===== src/rtl/ctrl_decode_stage_pkg.sv =====
// Shared types for the decode control stage: opcode enum (RV32I + M extension), control-field
// enums, the packed control bundle and its all-disabled NOP value.
package ctrl_decode_stage_pkg;

   typedef enum logic [5:0] {
      ADD, SUB, SLL, SLT, SLTU, XOR, SRL, SRA, OR, AND,
      ADDI, SLTI, SLTIU, XORI, ORI, ANDI, SLLI, SRLI, SRAI,
      LB, LH, LW, LBU, LHU, SB, SH, SW,
      BEQ, BNE, BLT, BGE, BLTU, BGEU,
      JAL, JALR, LUI, AUIPC, ECALL, EBREAK,
      MUL, MULH, MULHSU, MULHU, DIV, DIVU, REM, REMU,
      ILLEGAL
   } opcode_out_t;

   typedef enum logic [4:0] {
      ALU_ADD, ALU_SUB, ALU_SLL, ALU_SLT, ALU_SLTU, ALU_XOR, ALU_SRL, ALU_SRA, ALU_OR, ALU_AND,
      ALU_MUL, ALU_MULH, ALU_MULHSU, ALU_MULHU, ALU_DIV, ALU_DIVU, ALU_REM, ALU_REMU
   } alu_op_t;

   typedef enum logic [2:0] {
      COMP_EQ, COMP_NE, COMP_LT, COMP_GE, COMP_LTU, COMP_GEU
   } comp_op_t;

   typedef enum logic [1:0] {WRSRC_ALURES, WRSRC_MEMREAD, WRSRC_PC4} reg_wr_src_t;
   typedef enum logic [1:0] {SRC1_REG1, SRC1_PC, SRC1_ZERO} alu_src1_t;
   typedef enum logic {SRC2_REG2, SRC2_IMM} alu_src2_t;

   typedef enum logic [2:0] {
      MEM_LB, MEM_LH, MEM_LW, MEM_LBU, MEM_LHU, MEM_SB, MEM_SH, MEM_SW
   } mem_op_t;

   typedef struct packed {
      logic        reg_do_write;
      logic        mem_do_write;
      logic        mem_do_read;
      logic        do_branch;
      logic        do_jump;
      comp_op_t    comp_op;
      reg_wr_src_t wr_src;
      alu_src1_t   alu_src1;
      alu_src2_t   alu_src2;
      alu_op_t     alu_op;
      mem_op_t     mem_op;
   } ctrl_bundle_t;

   localparam ctrl_bundle_t CTRL_NOP = '{
      reg_do_write: 1'b0,
      mem_do_write: 1'b0,
      mem_do_read:  1'b0,
      do_branch:    1'b0,
      do_jump:      1'b0,
      comp_op:      COMP_EQ,
      wr_src:       WRSRC_ALURES,
      alu_src1:     SRC1_REG1,
      alu_src2:     SRC2_REG2,
      alu_op:       ALU_ADD,
      mem_op:       MEM_LB
   };

   // Wide enough for DIV_CYCLES-1 up to 31.
   localparam int unsigned CNT_W = 5;

endpackage


===== src/rtl/ctrl_decode_stage_if.sv =====
// Handshake bundle between the ID decoder (master) and the decode control stage (slave).
//   opcode_in/in_valid/in_ready : upstream valid/ready
//   flush                       : redirect kill
//   ctrl_out/out_valid/out_ready: downstream valid/ready towards EX
//   mc_busy/illegal_instr/sys_trap: registered status of the held instruction
interface ctrl_decode_stage_if;
   import ctrl_decode_stage_pkg::*;

   opcode_out_t  opcode_in;
   logic         in_valid;
   logic         in_ready;
   logic         flush;
   logic         out_ready;
   logic         out_valid;
   ctrl_bundle_t ctrl_out;
   logic         mc_busy;
   logic         illegal_instr;
   logic         sys_trap;

   modport master (
      output opcode_in, in_valid, flush, out_ready,
      input  in_ready, out_valid, ctrl_out, mc_busy, illegal_instr, sys_trap
   );

   modport slave (
      input  opcode_in, in_valid, flush, out_ready,
      output in_ready, out_valid, ctrl_out, mc_busy, illegal_instr, sys_trap
   );

endinterface


===== src/rtl/ctrl_decode_comb.sv =====
// Purely combinational opcode -> control bundle decode.
//   opcode  : decoded opcode from ID
//   ctrl    : control bundle (CTRL_NOP for illegal and system instructions)
//   is_mul  : legal MUL-group op (multi-cycle)
//   is_div  : legal DIV/REM-group op (multi-cycle)
//   illegal : undefined opcode, or M op with ENABLE_M=0
//   sys     : ECALL / EBREAK
module ctrl_decode_comb
   import ctrl_decode_stage_pkg::*;
#(
   parameter bit ENABLE_M = 1'b1
) (
   input  opcode_out_t  opcode,
   output ctrl_bundle_t ctrl,
   output logic         is_mul,
   output logic         is_div,
   output logic         illegal,
   output logic         sys
);

   alu_op_t  alu_sel;
   mem_op_t  mem_sel;
   comp_op_t comp_sel;

   // Per-opcode sub-field selection; only consumed by the groups that use it.
   always_comb begin
      alu_sel  = ALU_ADD;
      mem_sel  = MEM_LB;
      comp_sel = COMP_EQ;
      case (opcode)
         SUB:          alu_sel = ALU_SUB;
         SLL, SLLI:    alu_sel = ALU_SLL;
         SLT, SLTI:    alu_sel = ALU_SLT;
         SLTU, SLTIU:  alu_sel = ALU_SLTU;
         XOR, XORI:    alu_sel = ALU_XOR;
         SRL, SRLI:    alu_sel = ALU_SRL;
         SRA, SRAI:    alu_sel = ALU_SRA;
         OR, ORI:      alu_sel = ALU_OR;
         AND, ANDI:    alu_sel = ALU_AND;
         MUL:          alu_sel = ALU_MUL;
         MULH:         alu_sel = ALU_MULH;
         MULHSU:       alu_sel = ALU_MULHSU;
         MULHU:        alu_sel = ALU_MULHU;
         DIV:          alu_sel = ALU_DIV;
         DIVU:         alu_sel = ALU_DIVU;
         REM:          alu_sel = ALU_REM;
         REMU:         alu_sel = ALU_REMU;
         LH:           mem_sel = MEM_LH;
         LW:           mem_sel = MEM_LW;
         LBU:          mem_sel = MEM_LBU;
         LHU:          mem_sel = MEM_LHU;
         SB:           mem_sel = MEM_SB;
         SH:           mem_sel = MEM_SH;
         SW:           mem_sel = MEM_SW;
         BNE:          comp_sel = COMP_NE;
         BLT:          comp_sel = COMP_LT;
         BGE:          comp_sel = COMP_GE;
         BLTU:         comp_sel = COMP_LTU;
         BGEU:         comp_sel = COMP_GEU;
         default: ;
      endcase
   end

   always_comb begin
      ctrl    = CTRL_NOP;
      is_mul  = 1'b0;
      is_div  = 1'b0;
      illegal = 1'b0;
      sys     = 1'b0;
      case (opcode)
         ADD, SUB, SLL, SLT, SLTU, XOR, SRL, SRA, OR, AND: begin
            ctrl.reg_do_write = 1'b1;
            ctrl.alu_op       = alu_sel;
         end
         ADDI, SLTI, SLTIU, XORI, ORI, ANDI, SLLI, SRLI, SRAI: begin
            ctrl.reg_do_write = 1'b1;
            ctrl.alu_src2     = SRC2_IMM;
            ctrl.alu_op       = alu_sel;
         end
         LB, LH, LW, LBU, LHU: begin
            ctrl.reg_do_write = 1'b1;
            ctrl.mem_do_read  = 1'b1;
            ctrl.alu_src2     = SRC2_IMM;
            ctrl.wr_src       = WRSRC_MEMREAD;
            ctrl.mem_op       = mem_sel;
         end
         SB, SH, SW: begin
            ctrl.mem_do_write = 1'b1;
            ctrl.alu_src2     = SRC2_IMM;
            ctrl.mem_op       = mem_sel;
         end
         BEQ, BNE, BLT, BGE, BLTU, BGEU: begin
            // ALU computes the target (PC + imm); comparator decides taken.
            ctrl.do_branch = 1'b1;
            ctrl.alu_src1  = SRC1_PC;
            ctrl.alu_src2  = SRC2_IMM;
            ctrl.comp_op   = comp_sel;
         end
         JAL, JALR: begin
            ctrl.do_jump      = 1'b1;
            ctrl.reg_do_write = 1'b1;
            ctrl.wr_src       = WRSRC_PC4;
            ctrl.alu_src1     = (opcode == JAL) ? SRC1_PC : SRC1_REG1;
            ctrl.alu_src2     = SRC2_IMM;
         end
         LUI, AUIPC: begin
            ctrl.reg_do_write = 1'b1;
            ctrl.alu_src1     = (opcode == LUI) ? SRC1_ZERO : SRC1_PC;
            ctrl.alu_src2     = SRC2_IMM;
         end
         ECALL, EBREAK: sys = 1'b1;
         MUL, MULH, MULHSU, MULHU, DIV, DIVU, REM, REMU: begin
            if (ENABLE_M) begin
               ctrl.reg_do_write = 1'b1;
               ctrl.alu_op       = alu_sel;
               is_mul            = opcode inside {MUL, MULH, MULHSU, MULHU};
               is_div            = !is_mul;
            end else begin
               illegal = 1'b1;
            end
         end
         default: illegal = 1'b1;
      endcase
   end

endmodule


===== src/rtl/ctrl_decode_stage.sv =====
// Registered decode control stage between the ID decoder and the ID/EX boundary.
//   clk, rst_n : clock, asynchronous active-low reset
//   bus        : slave side of ctrl_decode_stage_if (opcode in, control bundle out, flush,
//                multi-cycle busy and illegal/system flags)
// M-group ops are held for MUL_CYCLES / DIV_CYCLES before being offered to EX.
module ctrl_decode_stage
   import ctrl_decode_stage_pkg::*;
#(
   parameter int unsigned MUL_CYCLES = 3,
   parameter int unsigned DIV_CYCLES = 8,
   parameter bit          ENABLE_M   = 1'b1
) (
   input logic                clk,
   input logic                rst_n,
   ctrl_decode_stage_if.slave bus
);

   typedef enum logic [1:0] {StEmpty, StWait, StReady} state_e;

   localparam logic [CNT_W-1:0] MulLoad = CNT_W'(MUL_CYCLES - 1);
   localparam logic [CNT_W-1:0] DivLoad = CNT_W'(DIV_CYCLES - 1);

   state_e           state_q, state_d;
   logic [CNT_W-1:0] cnt_q, cnt_d, cnt_load;
   ctrl_bundle_t     ctrl_q, ctrl_d;
   logic             illegal_q, illegal_d;
   logic             sys_q, sys_d;

   ctrl_bundle_t     dec_ctrl;
   logic             dec_mul, dec_div, dec_illegal, dec_sys;
   logic             handoff, in_ready, load;

   ctrl_decode_comb #(
      .ENABLE_M (ENABLE_M)
   ) u_decode (
      .opcode  (bus.opcode_in),
      .ctrl    (dec_ctrl),
      .is_mul  (dec_mul),
      .is_div  (dec_div),
      .illegal (dec_illegal),
      .sys     (dec_sys)
   );

   always_comb begin
      handoff   = (state_q == StReady) && bus.out_ready;
      in_ready  = (state_q == StEmpty) || handoff;
      load      = bus.in_valid && in_ready && !bus.flush;
      cnt_load  = dec_mul ? MulLoad : (dec_div ? DivLoad : '0);

      state_d   = state_q;
      cnt_d     = cnt_q;
      ctrl_d    = ctrl_q;
      illegal_d = illegal_q;
      sys_d     = sys_q;

      if (bus.flush) begin
         // Bundle register deliberately untouched; out_valid=0 makes it don't-care.
         state_d   = StEmpty;
         cnt_d     = '0;
         illegal_d = 1'b0;
         sys_d     = 1'b0;
      end else if (load) begin
         ctrl_d    = dec_ctrl;
         illegal_d = dec_illegal;
         sys_d     = dec_sys;
         cnt_d     = cnt_load;
         state_d   = (cnt_load == '0) ? StReady : StWait;
      end else begin
         unique case (state_q)
            StWait: begin
               if (cnt_q != '0) cnt_d = cnt_q - CNT_W'(1);
               if (cnt_d == '0) state_d = StReady;
            end
            StReady: if (bus.out_ready) state_d = StEmpty;
            default: ;
         endcase
      end
   end

   always_ff @(posedge clk or negedge rst_n) begin
      if (!rst_n) begin
         state_q   <= StEmpty;
         cnt_q     <= '0;
         ctrl_q    <= CTRL_NOP;
         illegal_q <= 1'b0;
         sys_q     <= 1'b0;
      end else begin
         state_q   <= state_d;
         cnt_q     <= cnt_d;
         ctrl_q    <= ctrl_d;
         illegal_q <= illegal_d;
         sys_q     <= sys_d;
      end
   end

   assign bus.in_ready      = in_ready;
   assign bus.out_valid     = (state_q == StReady);
   assign bus.mc_busy       = (state_q == StWait);
   assign bus.ctrl_out      = ctrl_q;
   assign bus.illegal_instr = illegal_q;
   assign bus.sys_trap      = sys_q;

endmodule


===== src/flat_wrapper.sv =====
// flat-port wrapper written by rule: the top's interface ports become plain ports
module ctrl_decode_stage_flat import ctrl_decode_stage_pkg::*;
#(
   parameter int unsigned MUL_CYCLES = 3,
   parameter int unsigned DIV_CYCLES = 8,
   parameter bit          ENABLE_M   = 1'b1
)
  (clk, rst_n, bus_opcode_in, bus_in_valid, bus_flush, bus_out_ready, bus_in_ready, bus_out_valid, bus_ctrl_out, bus_mc_busy, bus_illegal_instr, bus_sys_trap);
  ctrl_decode_stage_if bus_i ();
  input logic clk;
  input logic rst_n;
  input wire logic [$bits(bus_i.opcode_in)-1:0] bus_opcode_in;
  input wire logic [$bits(bus_i.in_valid)-1:0] bus_in_valid;
  input wire logic [$bits(bus_i.flush)-1:0] bus_flush;
  input wire logic [$bits(bus_i.out_ready)-1:0] bus_out_ready;
  output wire logic [$bits(bus_i.in_ready)-1:0] bus_in_ready;
  output wire logic [$bits(bus_i.out_valid)-1:0] bus_out_valid;
  output wire logic [$bits(bus_i.ctrl_out)-1:0] bus_ctrl_out;
  output wire logic [$bits(bus_i.mc_busy)-1:0] bus_mc_busy;
  output wire logic [$bits(bus_i.illegal_instr)-1:0] bus_illegal_instr;
  output wire logic [$bits(bus_i.sys_trap)-1:0] bus_sys_trap;
  assign bus_i.opcode_in = bus_opcode_in;
  assign bus_i.in_valid = bus_in_valid;
  assign bus_i.flush = bus_flush;
  assign bus_i.out_ready = bus_out_ready;
  assign bus_in_ready = bus_i.in_ready;
  assign bus_out_valid = bus_i.out_valid;
  assign bus_ctrl_out = bus_i.ctrl_out;
  assign bus_mc_busy = bus_i.mc_busy;
  assign bus_illegal_instr = bus_i.illegal_instr;
  assign bus_sys_trap = bus_i.sys_trap;
  ctrl_decode_stage #(.MUL_CYCLES(MUL_CYCLES), .DIV_CYCLES(DIV_CYCLES), .ENABLE_M(ENABLE_M)) u_core (.clk(clk), .rst_n(rst_n), .bus(bus_i));
endmodule

===== config.mk =====
export PLATFORM = sky130hd
export DESIGN_NAME = ctrl_decode_stage_flat
export DESIGN_NICKNAME = d
export VERILOG_FILES = /design/src/rtl/ctrl_decode_stage_pkg.sv /design/src/rtl/ctrl_decode_stage_if.sv /design/src/rtl/ctrl_decode_comb.sv /design/src/rtl/ctrl_decode_stage.sv /design/src/flat_wrapper.sv
export SDC_FILE = /design/constraint.sdc
export NUM_CORES = 1
export LEC_CHECK = 0
export CORE_UTILIZATION = 25
export DETAILED_ROUTE_END_ITERATION = 8
export MAX_ROUTING_LAYER = met4
export PLACE_DENSITY = 0.54
export RECOVER_POWER = 25
export SYNTH_ARGS = -nofsm -noshare
export SYNTH_HDL_FRONTEND = slang
export SYNTH_SLANG_ARGS = --single-unit
export TNS_END_PERCENT = 50

===== constraint.sdc =====
create_clock -name clk -period 2.4 [get_ports clk]
set_input_delay 0.6 -clock clk [delete_from_list [all_inputs] [get_ports clk]]
set_output_delay 0.6 -clock clk [all_outputs]
set_load 0.05 [all_outputs]

# Word level (Yosys, flattened, before mapping)
# Index checks and enable logic that the tools add are counted.
# totals
regBits,30
input_bits,11
latch_bits,0
n_memories,0
romBits,0
wordCells,143
ramBits,0
# classes
div,0
n_reduce_logical,37
n_lt_le_gt_ge,0
mul,0
bitwise,1
muxes,39
n_eq_ne,50
shifts,0
add_sub_neg,1
# ops
operator,count
"6-bit by 5-bit == test with 1-bit output, second input constant",16
"6-bit == test, second input constant",15
5-bit one-hot mux with 17 select lines,1
27-bit OR reduction,2
"6-bit by 4-bit == test with 1-bit output, second input constant",8
47-bit OR reduction,1
5-bit 2-to-1 mux,9
36-bit OR reduction,1
"6-bit by 3-bit == test with 1-bit output, second input constant",4
2-bit OR reduction,11
3-bit one-hot mux with 7 select lines,1
8-bit OR reduction,2
1-bit 2-to-1 mux,15
3-bit one-hot mux with 5 select lines,1
"6-bit by 2-bit == test with 1-bit output, second input constant",2
2-bit 2-to-1 mux,6
5-bit logical NOT,2
3-bit 2-to-1 mux,3
2-bit one-hot mux with 2 select lines,2
4-bit nonzero test,2
"6-bit by 1-bit == test with 1-bit output, second input constant",1
6-bit logical NOT,1
2-bit one-hot mux with 3 select lines,1
6-bit OR reduction,1
other kinds (17),20

# Longest topological paths before layout
# Gate-level depths: netlist of the first run.
# depth
depth_word,12
mapped_depth,8
mapped_depth_nobuf,7

# Modules after synthesis
# From an unflattened synthesis of the first run, not the netlist that was laid out.
# hier_totals
cells_unflattened,205
hier_area_um2,1894.3
# by_module_without_submodules
module,seq_area_each_um2,instances,cells_per_inst,area_per_inst_um2
ctrl_decode_stage,750.7,1,111,1370.1
ctrl_decode_comb,0.0,1,94,524.3

# Worst setup path before layout of the first run
# Ideal clock, no wire load.
# synth_timing
kind,register -> register
from,reg u_core.cnt_q[0]
to,reg u_core.state_q[1]
t_arrival_ns,1.989
required_time_ns,2.321
path_buffers,1
period_less_slack_ns,2.069
path_stages_with_launch,9
setup_slack_ns,0.331
setup_time_ns,0.079
cell_sequence,dfrtp_1 > inv_1 > ha_1 > or4b_1 > buf_2 > nor3_2 > a31oi_1 > o41ai_2 > mux2i_1
# synth_via
elab_chain_len,8
word_cells_on_any_way,9
cone_classes,add/sub (1); eq/ne (1); mux (4); reduce/logical (3)
# synth_lines
element,line,text
"start, declared",ctrl_decode_stage.sv:24,"logic [CNT_W-1:0] cnt_q, cnt_d, cnt_load;"
"start signal, assigned",ctrl_decode_stage.sv:89,cnt_q <= cnt_d;
5-bit by 1-bit subtractor with 5-bit output / 5-bit nonzero test (equally long branches),ctrl_decode_stage.sv:71,if (cnt_q != '0) cnt_d = cnt_q - CNT_W'(1);
5-bit 2-to-1 mux *,ctrl_decode_stage.sv:71,
5-bit 2-to-1 mux *,ctrl_decode_stage.sv:69,unique case (state_q)
5-bit 2-to-1 mux *,ctrl_decode_stage.sv:62,end else if (load) begin
5-bit 2-to-1 mux *,ctrl_decode_stage.sv:56,if (bus.flush) begin
5-bit logical NOT *,ctrl_decode_stage.sv:72,if (cnt_d == '0) state_d = StReady;
4-bit by 2-bit inequality test with 1-bit output (no source line) *,-,
3-bit AND reduction (no source line) *,-,
"end signal, assigned",ctrl_decode_stage.sv:82,state_q <= StEmpty;
"end signal, assigned",ctrl_decode_stage.sv:88,state_q <= state_d;
"end, declared",ctrl_decode_stage.sv:23,"state_e state_q, state_d;"
# Every way passes the cells marked *; elsewhere a longest branch is shown, timed or not. The select of a mux whose other input is x is not followed.
# A chain may end at the register's enable or synchronous reset.

# Worst setup path after layout of the first run
# layout_timing
from,reg u_core.cnt_q[1]
to,reg u_core.state_q[1]
# The elaborated chain is that of the path after synthesis.

==> flow_summary.ini, run 1 <==
[routing]
wirelength_um = 5098
routed_via_density = 4.951
num_vias = 1911
wl_per_cell_um = 13.21
ant_nets = 0
drc = 0
drt_iter0_markers = 68
first_pass_iters = 4

[status]
outcome = complete, no violations

[synth]
synth_fp_nets = 246
synth.largest_area_cell = dfrtp_1
syn_area_per_cell_sq_um = 8.234
synth_flop_cell = dfrtp_1
synth.distinct_cells = 48
synth_cells = 234
synthMostInstantiatedCell = dfrtp_1
async_flop_share_pct = 100.0
yosysTopAreaCellShare_pct = 38.96
synthTopCellsByCount = dfrtp_1, nand2_1, o21ai_0
yosysWarningCount = 0
synth-edff-count = 0
synth_area_sq_um = 1927
ys_seq_area_share_pct = 38.96
ys_ff_latch = 30
yosys-top-cells-area = dfrtp_1, o21ai_0, nand2_1, a21oi_1, nor2_1

[sta]
fin_setup_tns_ps = 0
skew_ps = 2.511
timing.fmax_mhz = 462.5
finalSetupViolations = 0
slew_viol_final = 0
hold_viol_final = 0
rsz0062_at_grt = false
min_period_ps = 2162
min_period_over_period_pct = 90.09
max-slew-margin-rel_pct = 48.56
worstMarginPinSlew_ps = 771.6

[cells_and_area]
diodes = 0
nFillCells = 799
drive_gt1_share_pct = 15.33
finalInstanceArea_sq_um = 2686
multi_input_area_sq_um = 1080
final_core_util_pct = 36.45
syn_to_final_growth_pct = 39.42
final_cells = 386
fin_nets = 298
regArea_sq_um = 750.7

[cts]
cts_max_path_buffers = 2
cts-resized-gates = 0
cts_hold_buf = 0
root_buffer = clkbuf_8
clk_pin_slew_ps = 60
clock_latency_ps = 280
cts_htree_levels = 2
cts.sinks = 30
cts_tree = yes
numCtsBuffers = 5
post_cts_buffers = 0

[setup_path]
path_class = reg -> reg
cpLargestDelayFamily = simple AND/OR/NAND/NOR gates
max_stage_delay_ps = 500
cp_max_fo = 6
endpoint_kind = flop
cp_cell_sequence = inv_1 > ha_1 > or4b_1 > nor3_2 > a31oi_1 > o41ai_2 > mux2i_1
slowest_stage = or4b_1
reg2reg_slack_ps = 240
startpoint_type = flop
cp.required_ps = 2610
crit_arrival_ps = 2370
cp_num_buf_inv = 1

[global_route]
grt_start_max_net_pins = 33
grt_use_met3_pct = 3.046
met2_usage_pct = 20.96
busiest_layer = met2
grt_util_met1_pct = 17.61
grt_util_all_layers_pct = 13.37
grt_pass1_vias = 1797
overflow = 0
antenna_found_initial = 0
grt_pass1_wl_um = 8604

[flow_run]
drv_cap = 0

[power]
p_per_area_nw_per_um2 = 594.1
power_leakage_nw = 1.169
p_int_mw = 1.014
p_sw_mw = 0.5822
power_frac_comb_pct = 37.1
vdd_drop_max_mv = 0.1779
switching_share_pct = 36.48
pwr-share-clk_pct = 26.2
seqPwrFrac_pct = 36.8

[die]
die_x_um = 89.79
dieHeight_um = 89.79
core_area_sq_um = 7370
ios = 37
die_area_sq_um = 8062
fp-row-count = 31
start_util_pct = 26.15

[worst_hold_path]
holdCritPathClass = reg -> reg

[placement]
placed_cell_area_sq_um = 2597
dp_cells = 378
gp_congestion = 0.8953
dp_hpwl_um = 3794
portBuffers = 36
final timing paths:
check / from / endpoint / depth (start not counted)
max reg2reg: u_core.cnt_q[1] / u_core.state_q[1] / 7
max in group asynchronous: rst_n / u_core.bus.ctrl_out[3] / 2
min: u_core.bus.ctrl_out[16] / u_core.bus.ctrl_out[16] / 1
min in group asynchronous: rst_n / u_core.cnt_q[3] / 2
min reg2reg: u_core.bus.ctrl_out[16] / u_core.bus.ctrl_out[16] / 1
max: u_core.cnt_q[1] / u_core.state_q[1] / 7
kinds of logic after synthesis:
family | count (synthesis) | synth area share (%)
mux | 6 | 3.182
xor+xnor | 5 | 2.273
buf+inv | 26 | 5.325
fa+ha+maj | 1 | 0.6492
simple gates | 93 | 24.87
flops | 30 | 38.96
compound gates | 73 | 24.74
sequential cells by signal (all words and copies together) (netlist names):
signal                    cells
u_core.bus.ctrl_out          21
u_core.bus.illegal_instr      1
u_core.bus.sys_trap           1
u_core.cnt_q                  5
u_core.state_q                2
through the flow:
step	setup slack (ps)	power, mW	hold WS [ps]
2_1_floorplan	331.4	0.9630	304.4
3_3_place_gp	44.18	1.191	463.0
3_5_place_dp	-47.48	1.194	471.6
4_1_cts	241.8	1.620	486.3
5_1_grt	80.89	1.678	505.8
6_report	237.8	1.596	480.0
power by group through the flow:
stage	Clock (mW)	Combinational, mW	Sequential [mW]
after floorplan	0	0.227	0.736
after CTS	0.434	0.599	0.587
after global routing	0.453	0.633	0.592
after detailed placement	0	0.598	0.596
after global placement	0	0.595	0.596
final	0.418	0.591	0.587
metal layers:
| layer | share of wire, % | wire, um |
|---|---|---|
| met1 | 48 | 2453 |
| met2 | 47 | 2375 |
| met3 | 4.6 | 235 |
| met4 | 0.67 | 34 |
| met5 | 0 | 0 |
cell usage in the layout (no fill, tap or decap), types with 2 or more instances in the layout:
| master | n |
|---|---|
| a2bb2oi_1 | 2 |
| buf_12 | 4 |
| nand2_1 | 24 |
| dfrtp_1 | 30 |
| clkdlybuf4s50_1 | 32 |
| nand4_1 | 3 |
| mux2i_1 | 5 |
| o31ai_1 | 3 |
| a21oi_1 | 15 |
| o21ai_0 | 23 |
| or3_1 | 3 |
| o2bb2ai_1 | 3 |
| o22a_1 | 2 |
| xor2_1 | 2 |
| buf_4 | 27 |
| nand3_1 | 11 |
| a21o_1 | 7 |
| a31oi_1 | 5 |
| nor3_1 | 5 |
| nand2b_1 | 9 |
| and3_1 | 2 |
| inv_1 | 6 |
| clkbuf_8 | 6 |
| nand3b_1 | 4 |
| nor2_1 | 19 |
| or4b_1 | 2 |
| xnor2_1 | 3 |
| nor2b_1 | 5 |
worst register-to-register path, stage by stage (launching register included):
cell     delay, ps
dfrtp_1        430
inv_1          120
ha_1           260
or4b_1         500
nor3_2         120
a31oi_1         70
o41ai_2        380
mux2i_1        220
layout make-up:
class / count / share of cell area, %
Tap cell: 99 / 4.611
Timing Repair Buffer: 65 / 23.01
Clock buffer: 7 / 3.214
Multi-Input combinational cell: 178 / 40.20
Clock inverter: 1 / 0.1863
Inverter: 6 / 0.8384
Sequential cell: 30 / 27.95
Note: power is estimated with default switching activity, not from simulation.
==> run 2, diff against run 1 <==
HOLD_SLACK_MARGIN = 0.08   (was default)
==> results of run 2 <==
The final DEF is identical to that of run 1; final timing and power are the same.
